==> src/rtl/gpio_out_bank.sv <==
// gpio_out_bank
//
// Memory-mapped bank of N_PORTS registered output ports, WIDTH bits each.
// Each port has a register block at BASE_ADDR + p*STRIDE. Its offsets are:
//   +0  DATA  : write replaces the port value; read returns the port value.
//   +4  SET   : out |= d                     (reads as 0)
//   +8  CLR   : out &= ~d                    (reads as 0)
//   +12 TGL   : out ^= d                     (reads as 0)
//   +16 PULSE : one-shot pulse on mask d     (reads as 0)
//   +20 PLEN  : pulse length in cycles, read/write
// Every other address is ignored: hit=0 and rd_data=0.
//
// Handshake: there is no ready signal. A write is accepted in any cycle where
// we=1 and the address hits a register. Its effect is visible on IO_port and
// pulse_busy in the following cycle.
//
// Pulse state per port: IDLE when cnt==0 and RUN when cnt!=0. pulse_busy
// exposes this state. Pulsed bits stay high for exactly PLEN cycles, counted
// from the first cycle in which the write is visible.
//
// Ports:
//   clk, reset   clock and synchronous active-high reset
//   we           bus write strobe
//   address      bus byte address (exact match, no byte lanes)
//   bus_in       write data: [WIDTH-1:0] is used, PLEN uses [CNT_W-1:0]
//   rd_data      combinational readback, zero-extended
//   hit          combinational: address decodes to a register of this block
//   IO_port      registered pin outputs; port p is at [p*WIDTH +: WIDTH]
//   pulse_busy   registered; bit p is high while port p's pulse is running
module gpio_out_bank #(
  parameter int unsigned WIDTH      = 16,
  parameter int unsigned N_PORTS    = 2,
  parameter logic [31:0] BASE_ADDR  = 32'd8,
  parameter int unsigned STRIDE     = 32,
  parameter int unsigned CNT_W      = 16,
  parameter int unsigned PLEN_RESET = 1
) (
  input  logic                       clk,
  input  logic                       reset,
  input  logic                       we,
  input  logic [31:0]                address,
  input  logic [31:0]                bus_in,
  output logic [31:0]                rd_data,
  output logic                       hit,
  output logic [N_PORTS*WIDTH-1:0]   IO_port,
  output logic [N_PORTS-1:0]         pulse_busy
);

  localparam logic [CNT_W-1:0] CNT_ZERO = '0;
  localparam logic [CNT_W-1:0] CNT_ONE  = CNT_W'(1);

  logic [WIDTH-1:0]      wdata;
  logic [CNT_W-1:0]      wlen;
  logic [N_PORTS-1:0]    hit_vec;
  logic [N_PORTS*32-1:0] rd_flat;
  logic                  unused_bus;

  assign wdata      = bus_in[WIDTH-1:0];
  assign wlen       = bus_in[CNT_W-1:0];
  assign unused_bus = ^bus_in;

  for (genvar p = 0; p < N_PORTS; p++) begin : g_port
    localparam logic [31:0] PBASE = BASE_ADDR + 32'(p * STRIDE);

    logic             sel_data, sel_set, sel_clr, sel_tgl, sel_pulse, sel_plen;
    logic [WIDTH-1:0] out_q, pmask_q, out_c, pmask_c;
    logic [CNT_W-1:0] cnt_q, plen_q, cnt_c, plen_c;
    logic             busy_q;
    logic             expire;
    logic [31:0]      rd;

    assign sel_data  = (address == PBASE);
    assign sel_set   = (address == PBASE + 32'd4);
    assign sel_clr   = (address == PBASE + 32'd8);
    assign sel_tgl   = (address == PBASE + 32'd12);
    assign sel_pulse = (address == PBASE + 32'd16);
    assign sel_plen  = (address == PBASE + 32'd20);

    assign hit_vec[p] = sel_data | sel_set | sel_clr | sel_tgl | sel_pulse | sel_plen;

    always_comb begin
      rd = '0;
      if (sel_data) begin
        rd[WIDTH-1:0] = out_q;
      end else if (sel_plen) begin
        rd[CNT_W-1:0] = plen_q;
      end
    end
    assign rd_flat[p*32 +: 32] = rd;

    // The counter reaches zero on this edge. The pulsed bits are cleared
    // first, so that a software op in the same cycle is applied on top of the
    // cleared value and wins on any overlapping bits.
    assign expire = (cnt_q == CNT_ONE);

    always_comb begin
      out_c   = expire ? (out_q & ~pmask_q) : out_q;
      pmask_c = expire ? '0 : pmask_q;
      cnt_c   = (cnt_q != CNT_ZERO) ? (cnt_q - CNT_ONE) : cnt_q;
      plen_c  = plen_q;
      if (we) begin
        if (sel_data) begin
          out_c = wdata;
        end else if (sel_set) begin
          out_c = out_c | wdata;
        end else if (sel_clr) begin
          out_c = out_c & ~wdata;
        end else if (sel_tgl) begin
          out_c = out_c ^ wdata;
        end else if (sel_pulse) begin
          // PLEN==0 turns PULSE writes into no-ops. Retriggering while
          // running reloads the counter and merges the masks.
          if (plen_q != CNT_ZERO) begin
            out_c   = out_c | wdata;
            pmask_c = pmask_c | wdata;
            cnt_c   = plen_q;
          end
        end else if (sel_plen) begin
          plen_c = wlen;
        end
      end
    end

    always_ff @(posedge clk) begin
      if (reset) begin
        out_q   <= '0;
        pmask_q <= '0;
        cnt_q   <= '0;
        busy_q  <= 1'b0;
        plen_q  <= CNT_W'(PLEN_RESET);
      end else begin
        out_q   <= out_c;
        pmask_q <= pmask_c;
        cnt_q   <= cnt_c;
        busy_q  <= (cnt_c != CNT_ZERO);
        plen_q  <= plen_c;
      end
    end

    assign IO_port[p*WIDTH +: WIDTH] = out_q;
    assign pulse_busy[p]             = busy_q;
  end

  assign hit = |hit_vec;

  // At most one port decodes any given address, so OR-merging is exact.
  always_comb begin
    rd_data = '0;
    for (int p = 0; p < int'(N_PORTS); p++) begin
      rd_data = rd_data | rd_flat[p*32 +: 32];
    end
  end

endmodule

==> config.mk <==
export PLATFORM = sky130hd
export DESIGN_NAME = gpio_out_bank
export DESIGN_NICKNAME = d
export VERILOG_FILES = /design/src/rtl/gpio_out_bank.sv
export SDC_FILE = /design/constraint.sdc
export NUM_CORES = 1
export LEC_CHECK = 0
export BUFFER_PORTS_ARGS = -buffer_cell sky130_fd_sc_hd__buf_2
export CELL_PAD_IN_SITES_DETAIL_PLACEMENT = 0
export CELL_PAD_IN_SITES_GLOBAL_PLACEMENT = 1
export CORE_MARGIN = 3
export CORE_UTILIZATION = 34
export CTS_CLUSTER_DIAMETER = 120
export CTS_CLUSTER_SIZE = 40
export DETAILED_ROUTE_END_ITERATION = 10
export PLACE_DENSITY = 0.68
export RECOVER_POWER = 25
export SLEW_MARGIN = 20
export SYNTH_ARGS = -nofsm -noshare
export SYNTH_HDL_FRONTEND = slang
export SYNTH_SLANG_ARGS = --single-unit
==> constraint.sdc <==
create_clock -name clk -period 5.08 [get_ports clk]
set_input_delay 0.762 -clock clk [delete_from_list [all_inputs] [get_ports clk]]
set_output_delay 0.762 -clock clk [all_outputs]
set_load 0.01 [all_outputs]
==> results of run 1 <==
cells in the mapped netlist (21+ instances only):
library cell  count
a31oi_1          32
nor2_1           89
ha_1             70
o21ai_0         103
clkbuf_1         75
nor4_1           24
inv_1            70
nor3_1           22
nand2_1         203
a21oi_1         102
dfxtp_1         130
o211ai_1         21
metal layers:
| layer | part of all wire | up-vias |
|---|---|---|
| met5 | 0 | - |
| met3 | 0.054 | 31 |
| met2 | 0.48 | 274 |
| li1 | - | 4414 |
| met4 | 0.016 | 0 |
| met1 | 0.45 | 4364 |
where the power goes:
group,internal [W],switching (W),leakage [nW]
registers,0.00114,0.000149,1.06
clock network,0.000885,0.000502,0.309
logic,0.000596,0.000897,2.78
total,0.00262,0.00155,4.15
worst reg2reg max path: stages, from the launching register on:
cell and delay (ns):
dfxtp_1 0.34, or4_1 0.52, nor2_1 0.17, a21o_1 0.56, or3_1 0.80, mux2_2 0.44, nor4_1 0.35, a41oi_1 0.18
sequential cells by signal, indices dropped and copies added (netlist names):
signal	count
g_port.plen_q	32
g_port.out_q	32
g_port.cnt_q	32
g_port.busy_q	2
g_port.pmask_q	32
kinds of logic (layout without fill, tap and decap cells):
logic type               count (synthesis)  in the layout  synth area share
multiplexers                            29             29            0.0342
flip-flops                             130            130             0.291
AO/OA/AOI/OAI                          354            354             0.242
XOR/XNOR                                21             21            0.0206
other                                    1             16          0.000420
adder cells (fa/ha/maj)                 70             70            0.0981
AND/OR/NAND/NOR                        439            439             0.230
buffers and inverters                  175            224            0.0838
cells in the final DEF (no fill, tap or decap), types with 8 or more instances in the layout:
cell type / instances
buf_2: 66
conb_1: 16
a222oi_1: 16
and2_1: 10
o21ai_0: 103
a211oi_1: 13
a22oi_1: 16
or4_1: 10
mux2_2: 8
nand3_1: 16
nor2_1: 89
a31oi_1: 32
inv_1: 70
nor3_1: 21
o211ai_1: 21
nor4_1: 22
xnor2_1: 13
xor2_1: 8
or2_2: 17
o22ai_1: 17
mux2i_1: 20
ha_1: 70
clkbuf_1: 39
buf_4: 18
a21oi_1: 102
dfxtp_1: 130
clkbuf_16: 17
a221oi_1: 16
nand2_1: 203
worst paths after layout:
check / endpoint / cells after the start / startpoint
setup / recovery: rd_data[15] / 9 / address[14]
hold / removal: g_port[0].pmask_q[9] / 2 / g_port[0].pmask_q[9]
setup reg to reg: g_port[0].busy_q / 7 / g_port[0].plen_q[1]
hold reg to reg: g_port[0].pmask_q[9] / 2 / g_port[0].pmask_q[9]
per-stage QoR:
stage,total power [W],instance area [µm²]
3_5_place_dp,0.00279,9640
2_1_floorplan,0.00240,8990
3_3_place_gp,0.00279,9640
6_report,0.00417,10200
4_1_cts,0.00418,10300
5_1_grt,0.00443,10200
layout make-up:
type	count	area (µm²)	area share
multi-input combinational	929	5690	0.556
sequential	130	2600	0.254
timing repair buffer	122	608	0.0595
clock buffer	19	443	0.0433
tap	330	413	0.0404
inverter	70	263	0.0257
clock inverter	13	209	0.0204
==> summary.md, run 1 <==
| Metric | Value |
|---|---|
| Crit Path Category | `primary input to primary output` |
| Detailed Place HPWL | `22600 µm` |
| Pins Over Slew Limit | `36` |
| Final Non-Filler Cells | `1613` |
| Hold Vio Cnt, Final | `0` |
| Met3 Usage GRT | `0.0427` |
| Final core occ | `0.401` |
| Worst-margin pin slew | `1.82 ns` |
| Pre-antenna DRT Iters | `7` |
| Top delay family on crit path | `simple AND/OR/NAND/NOR gates` |
| Count of cell types in the netlist | `61` |
| Initial antenna violation count | `0` |
| Global route hottest layer | `met2` |
| TritonCTS buffer count | `17` |
| FILL cells | `2739` |
| Finish-stage setup viols | `0` |
| Slew HR | `-0.213` |
| RePlAce Congestion | `0.867` |
| CTS sink cnt | `130` |
| Root Buffer | `clkbuf_16` |
| Cts repair resizes | `0` |
| DP Cell Count | `between 1500 and 2000` |
| Syn Area/Cell | `7.33 µm²` |
| Clk slew on worst S/H paths | `roughly 0.060 ns` |
| Nets | `1407` |
| Unrepaired setup endpoints after global routing | `no` |
| IO Count | `134` |
| Skew final | `0.00967 ns` |
| Max Freq | `roughly 0.24 GHz` |
| Tcrit/Tclk final | `0.818` |
| Global-route wire length before repair | `50400 µm` |
| Max_cap viols | `1` |
| Met2 Use GR | `0.376` |
| Max incr delay on CP | `0.69 ns` |
| Yosys top cell by area | `dfxtp_1` |
| WL/cell | `20.0 µm` |
| Minimum clock period | `4.16 ns` |
| CTS Buffer Depth | `2` |
| Buffers on Ports | `101` |
| Total GRT Usage | `0.224` |
| Worst path most repeated cell | `buf_2` |
| #FFs+latches synth | `130` |
| Clk_lat worst skew | `0.42 ns` |
| Peak VDD IR | `0.208 mV` |
| Layout cells sized above 1 | `0.119` |
| Pwr dens | `about 410 nW/µm²` |
| Critical Path RT | `4.32 ns` |
| Vias per inst | `5.63` |
| Crit-path max FO | `18` |
| Number of global-route vias before repair | `around 8700` |
| CTS H-Tree Depth | `4` |
| Die Y | `168 µm` |
| Mapped Cells | `1219` |
| Post-CTS setup buffer count | `0` |
| Top FF cell, synth | `dfxtp_1` |
| Number of enable flip-flop cells after synthesis | `0` |
| Post-synth ARST share | `0` |
| Failing checks | `capacitance limit, slew limit` |
| Sequential element share of the synthesized area | `0.291` |
| Die area | `28200 µm²` |
| Post-Place Worst Slack | `between 1 and 1.5 ns` |
| Rows | `58` |
| CORE AREA | `approximately 25000 µm²` |
| TritonCTS clock tree | `done` |
| Routed wire length | `32300 µm` |
| Post-route DRC | `0` |
| Post-route ant nets | `0` |
| GRT overflow | `0` |
| Ant diodes | `0` |
| Critical Path End Type | `primary output` |
| Largest net degree at the start of global routing | `71` |
| Worst R2R Setup Slack | `1.58 ns` |
| Met1 Use GR | `0.296` |
| Sequence of cells on the critical path | `buf_2 > or4_1 > nor3_1 > nand3_1 > nor2_1 > clkbuf_1 > a222oi_1 > nand2_1 > buf_2` |
| Crit path launch type | `primary input` |
| Initial detailed-routing violation count | `742` |
| Die width | `168 µm` |
| TNS Setup | `0 ns` |
| Synth top area cells | `dfxtp_1 (29%), ha_1 (9.8%), nand2_1 (8.5%)` |
| Area Overhead vs Synth | `14.5%` |
| Yosys warns | `0` |
| Synth Cell Area | `approximately 8900 µm²` |
| Yosys top cell area share | `0.291` |
| CP max stage cell | `clkbuf_1` |
| Final setup margin | `0.924 ns` |
| Worst hold slack | `about 0.45 ns` |
| Initial core utilization | `0.351` |
| Outcome | `finished with violations` |
| Leak | `4.15 nW` |
| Post-CTS Hold Fix Bufs | `0` |
| Bufs and invs on worst path | `3` |
| Via count | `about 9000` |
| Crit path DAT | `around 3.4 ns` |
| Worst Hold Class | `flop to flop` |
Power figures use the tool's default switching activity.
==> run 2: changes to the inputs <==
- ABC_AREA: unset -> 1
- PLACE_DENSITY: 0.68 -> 0.73
- clock period: 5.08 -> 3.7 ns (I/O delays scaled with it)
==> summary.md, run 2 <==
| Metric | Value |
|---|---|
| Outcome | `complete, no violations` |
| Most frequent cell after synthesis | `nand2_1` |
| Clk_lat worst skew | `0.43 ns` |
| Post-route DRC | `0` |
| Max_cap viols | `0` |
| FF-to-FF End | `g_port[1].busy_q` |
| Final Instance Area | `11100 µm²` |
| TritonCTS clock tree | `done` |
| Commonest non-fill, non-tap cell in the layout | `nand2_1` |
| Synth top area cells | `dfxtp_1 (26%), nand2_1 (20%), ha_1 (8.8%)` |
| Yosys top cell area share | `0.263` |
| Slew HR | `0.424` |
| Number of enable flip-flop cells after synthesis | `0` |
| Hold Vio Cnt, Final | `0` |
| Pins Over Slew Limit | `0` |
| FF-to-FF path depth | `11` |
| Count of cell types in the netlist | `37` |
| Area Overhead vs Synth | `12.5%` |
| Top FF cell, synth | `dfxtp_1` |
| Critical Path End Type | `primary output` |
| Die width | `177 µm` |
| Worst R2R Setup Slack | `1.10 ns` |
| Commonest cells in the netlist | `nand2_1 (534), inv_1 (194), nor2_1 (177)` |
| Buffers on Ports | `101` |
| Post-synth ARST share | `0` |
| Syn Area/Cell | `between 5 and 6 µm²` |
| Sequential element share of the synthesized area | `0.263` |
| IO Count | `134` |
| Detailed Place HPWL | `between 20000 and 30000 µm` |
| Initial antenna violation count | `0` |
| Vias per inst | `between 4 and 5` |
| Post-Place Worst Slack | `0.545 ns` |
| Post-CTS Hold Fix Bufs | `0` |
| CTS Buffer Depth | `2` |
| Routed wire length | `36300 µm` |
| CTS H-Tree Depth | `4` |
| Layout cells sized above 1 | `0.0889` |
| Minimum clock period | `3.16 ns` |
| Post-route ant nets | `0` |
| Synth Cell Area | `9900 µm²` |
| Tcrit/Tclk final | `0.854` |
| Yosys warns | `0` |
| Initial detailed-routing violation count | `879` |
| Clk slew on worst S/H paths | `roughly 0.06 ns` |
| Initial core utilization | `0.351` |
| Post-CTS setup buffer count | `0` |
| Hold_sp | `bus_in[2]` |
| Die Y | `177 µm` |
| #FFs+latches synth | `130` |
| FILL cells | `3192` |
| CORE AREA | `28200 µm²` |
| Largest net degree at the start of global routing | `56` |
| Pre-antenna DRT Iters | `8` |
| Worst Hold Class | `primary input to flop` |
| Rows | `slightly above 60` |
| RePlAce Congestion | `roughly 0.9` |
| Nets | `about 1900` |
| Pwr dens | `450 nW/µm²` |
| Die area | `31200 µm²` |
| Most frequent cells in the layout | `nand2_1 (535), inv_1 (195), nor2_1 (180), a21oi_1 (146), dfxtp_1 (130)` |
| Number of global-route vias before repair | `9481` |
| Global-route wire length before repair | `between 50000 and 60000 µm` |
| Worst-margin pin slew | `about 0.86 ns` |
| Yosys top cell by area | `dfxtp_1` |
| Final core occ | `0.394` |
| Peak VDD IR | `between 0.2 and 0.3 mV` |
| R2r startpoint | `g_port[1].plen_q[2]` |
| Crit Path Category | `primary input to primary output` |
| Cts repair resizes | `0` |
| Mapped Cells | `1652` |
| Leak | `about 5.6 nW` |
| Crit path DAT | `2.60 ns` |
| Ant diodes | `0` |
| Crit-path max FO | `28` |
| CTS sink cnt | `130` |
| Placed cell area | `10700 µm²` |
| Unrepaired setup endpoints after global routing | `no` |
| Crit path launch type | `primary input` |
| TritonCTS buffer count | `17` |
| Final setup margin | `0.540 ns` |
| Via count | `10554` |
| Critical Path RT | `3.14 ns` |
| TNS Setup | `0 ns` |
| GRT overflow | `0` |
| Finish-stage setup viols | `0` |
| Max Freq | `0.316 GHz` |
| WHS Path Cells | `3` |
| Root Buffer | `clkbuf_16` |
| WL/cell | `17.2 µm` |
| Total GRT Usage | `0.232` |
| Skew final | `0.00737 ns` |
| Hold endpoint | `g_port[1].pmask_q[2]` |
==> run 2: power by group <==
group          switching, W  internal [W]  total [W]
Clock              0.000664      0.000918    0.00158
Sequential        0.0000961       0.00151    0.00161
Combinational       0.00121      0.000614    0.00183
==> run 2: cell families after synthesis <==
kind of cell / count (synthesis) / synth area share
and+or+nand+nor: 852 / 0.354
xor gates and xnor gates: 20 / 0.0177
AOI/OAI and AO/OA: 281 / 0.150
adders and majority gates: 70 / 0.0885
other: 1 / 0.000379
buffers and inverters: 298 / 0.126
DFF: 130 / 0.263
==> run 2: layout make-up <==
| class | count | area, µm² | share of cell area |
|---|---|---|---|
| inverters | 208 | 782 | 0.0702 |
| clock inverters | 8 | 56.3 | 0.00506 |
| repair buffers | 126 | 653 | 0.0586 |
| multi-input cells | 1239 | 6090 | 0.547 |
| flip-flops and latches | 130 | 2600 | 0.234 |
| clock buffers | 22 | 484 | 0.0435 |
| well taps | 378 | 473 | 0.0425 |
==> run 2: worst max path at each step <==
stage                       endpoint  cells after the start        start  slack, ns
global placement    g_port[0].busy_q                     15  address[16]       0.58
finish                   rd_data[12]                     10   address[9]       0.54
CTS                       rd_data[8]                     11  address[16]       0.60
global route              rd_data[8]                     10   address[9]       0.35
detailed placement  g_port[0].busy_q                     15  address[16]       0.55
floorplan                 rd_data[5]                     10  address[23]       1.24
==> run 2: routing by layer <==
layer | GRT usage | up-vias | wire length, µm
met5 | 0 | - | 0
met4 | 0.0717 | 0 | 936
met3 | 0.0369 | 59 | 2530
met2 | 0.374 | 402 | 16400
met1 | 0.319 | 4768 | 16500
li1 | - | 5325 | -
==> run 2: through the flow <==
stage | cells | total power (W) | hold slack, ns
finish | 2111 | 0.00502 | 0.408
detailed placement | 2081 | 0.00346 | 0.455
CTS | 2111 | 0.00505 | 0.393
global placement | 2081 | 0.00347 | 0.452
floorplan | 1667 | 0.00305 | 0.445
global route | 2111 | 0.00542 | 0.413
==> run 2: worst max-delay path, cell delays in order <==
cell and delay (ns):
buf_2 0.10, nor2_1 0.10, nand2_1 0.09, nor2_1 0.38, nand3_1 0.27, nor2_2 0.16
buf_4 0.36, a221oi_1 0.16, o21ai_0 0.21, buf_2 0.21
==> run 3: changes to the inputs <==
- CORE_UTILIZATION: 34 -> 37
- PLACE_DENSITY: 0.73 -> 0.78
==> summary.md, run 3 (synthesis results as in run 2) <==
| Metric | Value |
|---|---|
| Max_cap viols | `0` |
| Final setup margin | `0.632 ns` |
| Clk_lat worst skew | `0.43 ns` |
| CTS H-Tree Depth | `4` |
| Max Freq | `0.326 GHz` |
| Post-Place Worst Slack | `0.694 ns` |
| Sw Share | `0.379` |
| Routed wire length | `between 30000 and 40000 µm` |
| Power Internal | `0.00327 W` |
| Die area | `~29000 µm²` |
| Rows | `approximately 60` |
| Tcrit/Tclk final | `0.829` |
| Bufs and invs on worst path | `4` |
| Critical Path End Type | `primary output` |
| Layout cells sized above 1 | `0.0889` |
| Die width | `170 µm` |
| Crit Path Category | `primary input to primary output` |
| Finish-stage setup viols | `0` |
| Max incr delay on CP | `approximately 0.36 ns` |
| CTS Buffer Depth | `2` |
| Root Buffer | `clkbuf_16` |
| Top delay family on crit path | `simple AND/OR/NAND/NOR gates` |
| Worst path most repeated cell | `nand2_1` |
| Post-CTS Hold Fix Bufs | `0` |
| Number of global-route vias before repair | `9806` |
| Crit path DAT | `around 2.5 ns` |
| Detailed Place HPWL | `around 26000 µm` |
| Seq pwr share | `0.304` |
| Die Y | `170 µm` |
| Post-route ant nets | `0` |
| Outcome | `complete, no violations` |
| Hold Vio Cnt, Final | `0` |
| Pwr dens | `approximately 470 nW/µm²` |
| Commonest non-fill, non-tap cell in the layout | `nand2_1` |
| Combinational group share of total power | `0.346` |
| Pre-antenna DRT Iters | `5` |
| Crit-path max FO | `28` |
| Initial detailed-routing violation count | `763` |
| Unrepaired setup endpoints after global routing | `no` |
| FILL cells | `around 2900` |
| Area of the multi-input gates | `6100 µm²` |
| Via count | `approximately 10000` |
| GRT overflow | `0` |
| Largest net degree at the start of global routing | `55` |
| Peak VDD IR | `0.288 mV` |
| Worst Hold Class | `primary input to flop` |
| TritonCTS clock tree | `done` |
| Cts repair resizes | `0` |
| Sequence of cells on the critical path | `buf_2 > inv_1 > nand2_1 > nor2_1 > nand2_1 > nor2_4 > nand2_1 > nor2_2 > buf_4 > a221oi_1 > o21ai_0 > buf_2` |
| Initial antenna violation count | `0` |
| TritonCTS buffer count | `17` |
| Nets | `1857` |
| Global-route wire length before repair | `54600 µm` |
| Leak | `5.59 nW` |
| Skew final | `0.0137 ns` |
| Pins Over Slew Limit | `0` |
| Buffers on Ports | `just over 100` |
| Most frequent cells in the layout | `nand2_1 (535), inv_1 (194), nor2_1 (178), a21oi_1 (146), dfxtp_1 (130)` |
| Area Overhead vs Synth | `12.8%` |
| Register area | `roughly 2600 µm²` |
| CTS sink cnt | `130` |
| Vias per inst | `5.05` |
| Clock power frac | `0.349` |
| Crit path launch type | `primary input` |
| Worst-margin pin slew | `slightly above 0.8 ns` |
| CP max stage cell | `buf_4` |
| IO Count | `134` |
| Clk slew on worst S/H paths | `0.06 ns` |
| Minimum clock period | `3.07 ns` |
| Initial core utilization | `0.378` |
| CORE AREA | `26200 µm²` |
| Slew HR | `0.450` |
| WL/cell | `17.0 µm` |
| Total GRT Usage | `0.244` |
| Post-route DRC | `0` |
| Switching power | `0.00200 W` |
| RePlAce Congestion | `0.882` |
| TNS Setup | `0 ns` |
| Post-CTS setup buffer count | `0` |
| Critical Path RT | `about 3.1 ns` |
## run 3: changes by cell type in the layout (fill, tap and decap cells not counted), sizes merged
cell / previous run / this run
inv: 206 / 208
diode: 0 / 1
clkinvlp: 5 / 2
buf: 92 / 88
bufinv: 0 / 4
clkinv: 5 / 6
## run 3: final timing paths
path / start / to / slack (ns) / cells after the start
hold reg to reg: g_port[0].pmask_q[10] / g_port[0].pmask_q[10] / 0.46 / 2
setup reg to reg: g_port[0].cnt_q[8] / g_port[0].out_q[9] / 1.14 / 15
hold / removal: bus_in[2] / g_port[0].pmask_q[2] / 0.40 / 3
setup / recovery: address[16] / rd_data[12] / 0.63 / 12
## run 3: cell type report
class | count | share of cell area
diodes | 1 | 0.000224
clock buffers | 20 | 0.0400
clock inverters | 12 | 0.0161
inverters | 208 | 0.0701
multi-input cells | 1239 | 0.546
flip-flops and latches | 130 | 0.233
well taps | 335 | 0.0375
repair buffers | 124 | 0.0567
## run 3: layer usage
layer | track usage | vias up | wire [µm]
met2 | 0.397 | 375 | 15900
met4 | 0.0992 | 0 | 1210
met1 | 0.315 | 4677 | 15400
met3 | 0.0519 | 71 | 2620
li1 | - | 5317 | -
met5 | 0 | - | 0
## run 3: per-stage QoR
stage	total power, W	utilization	hold slack [ns]	instance area [µm²]	instances
finish	0.00527	0.426	0.404	11200	2069
global route	0.00569	0.426	0.401	11200	2068
CTS	0.00531	0.428	0.394	11200	2068
detailed placement	0.00347	0.404	0.455	10600	2036
global placement	0.00346	0.404	0.453	10600	2036
floorplan	0.00305	-	0.445	9950	1667
## run 3: power groups by stage
stage | clock (W) | combinational [W] | sequential (W)
2_1_floorplan | 0 | 0.00144 | 0.00161
3_3_place_gp | 0 | 0.00182 | 0.00163
3_5_place_dp | 0 | 0.00183 | 0.00163
4_1_cts | 0.00186 | 0.00184 | 0.00160
5_1_grt | 0.00192 | 0.00215 | 0.00162
6_report | 0.00184 | 0.00183 | 0.00160
## run 3: worst reg2reg max path: cells and delay by family, from the launching register on
| family | cells | cell delay (ns) |
|---|---|---|
| DFF | 1 | 0.33 |
| AOI/OAI and AO/OA | 1 | 0.08 |
| buffers and inverters | 1 | 0.53 |
| adders and majority gates | 1 | 0.18 |
| and+or+nand+nor | 12 | 1.27 |
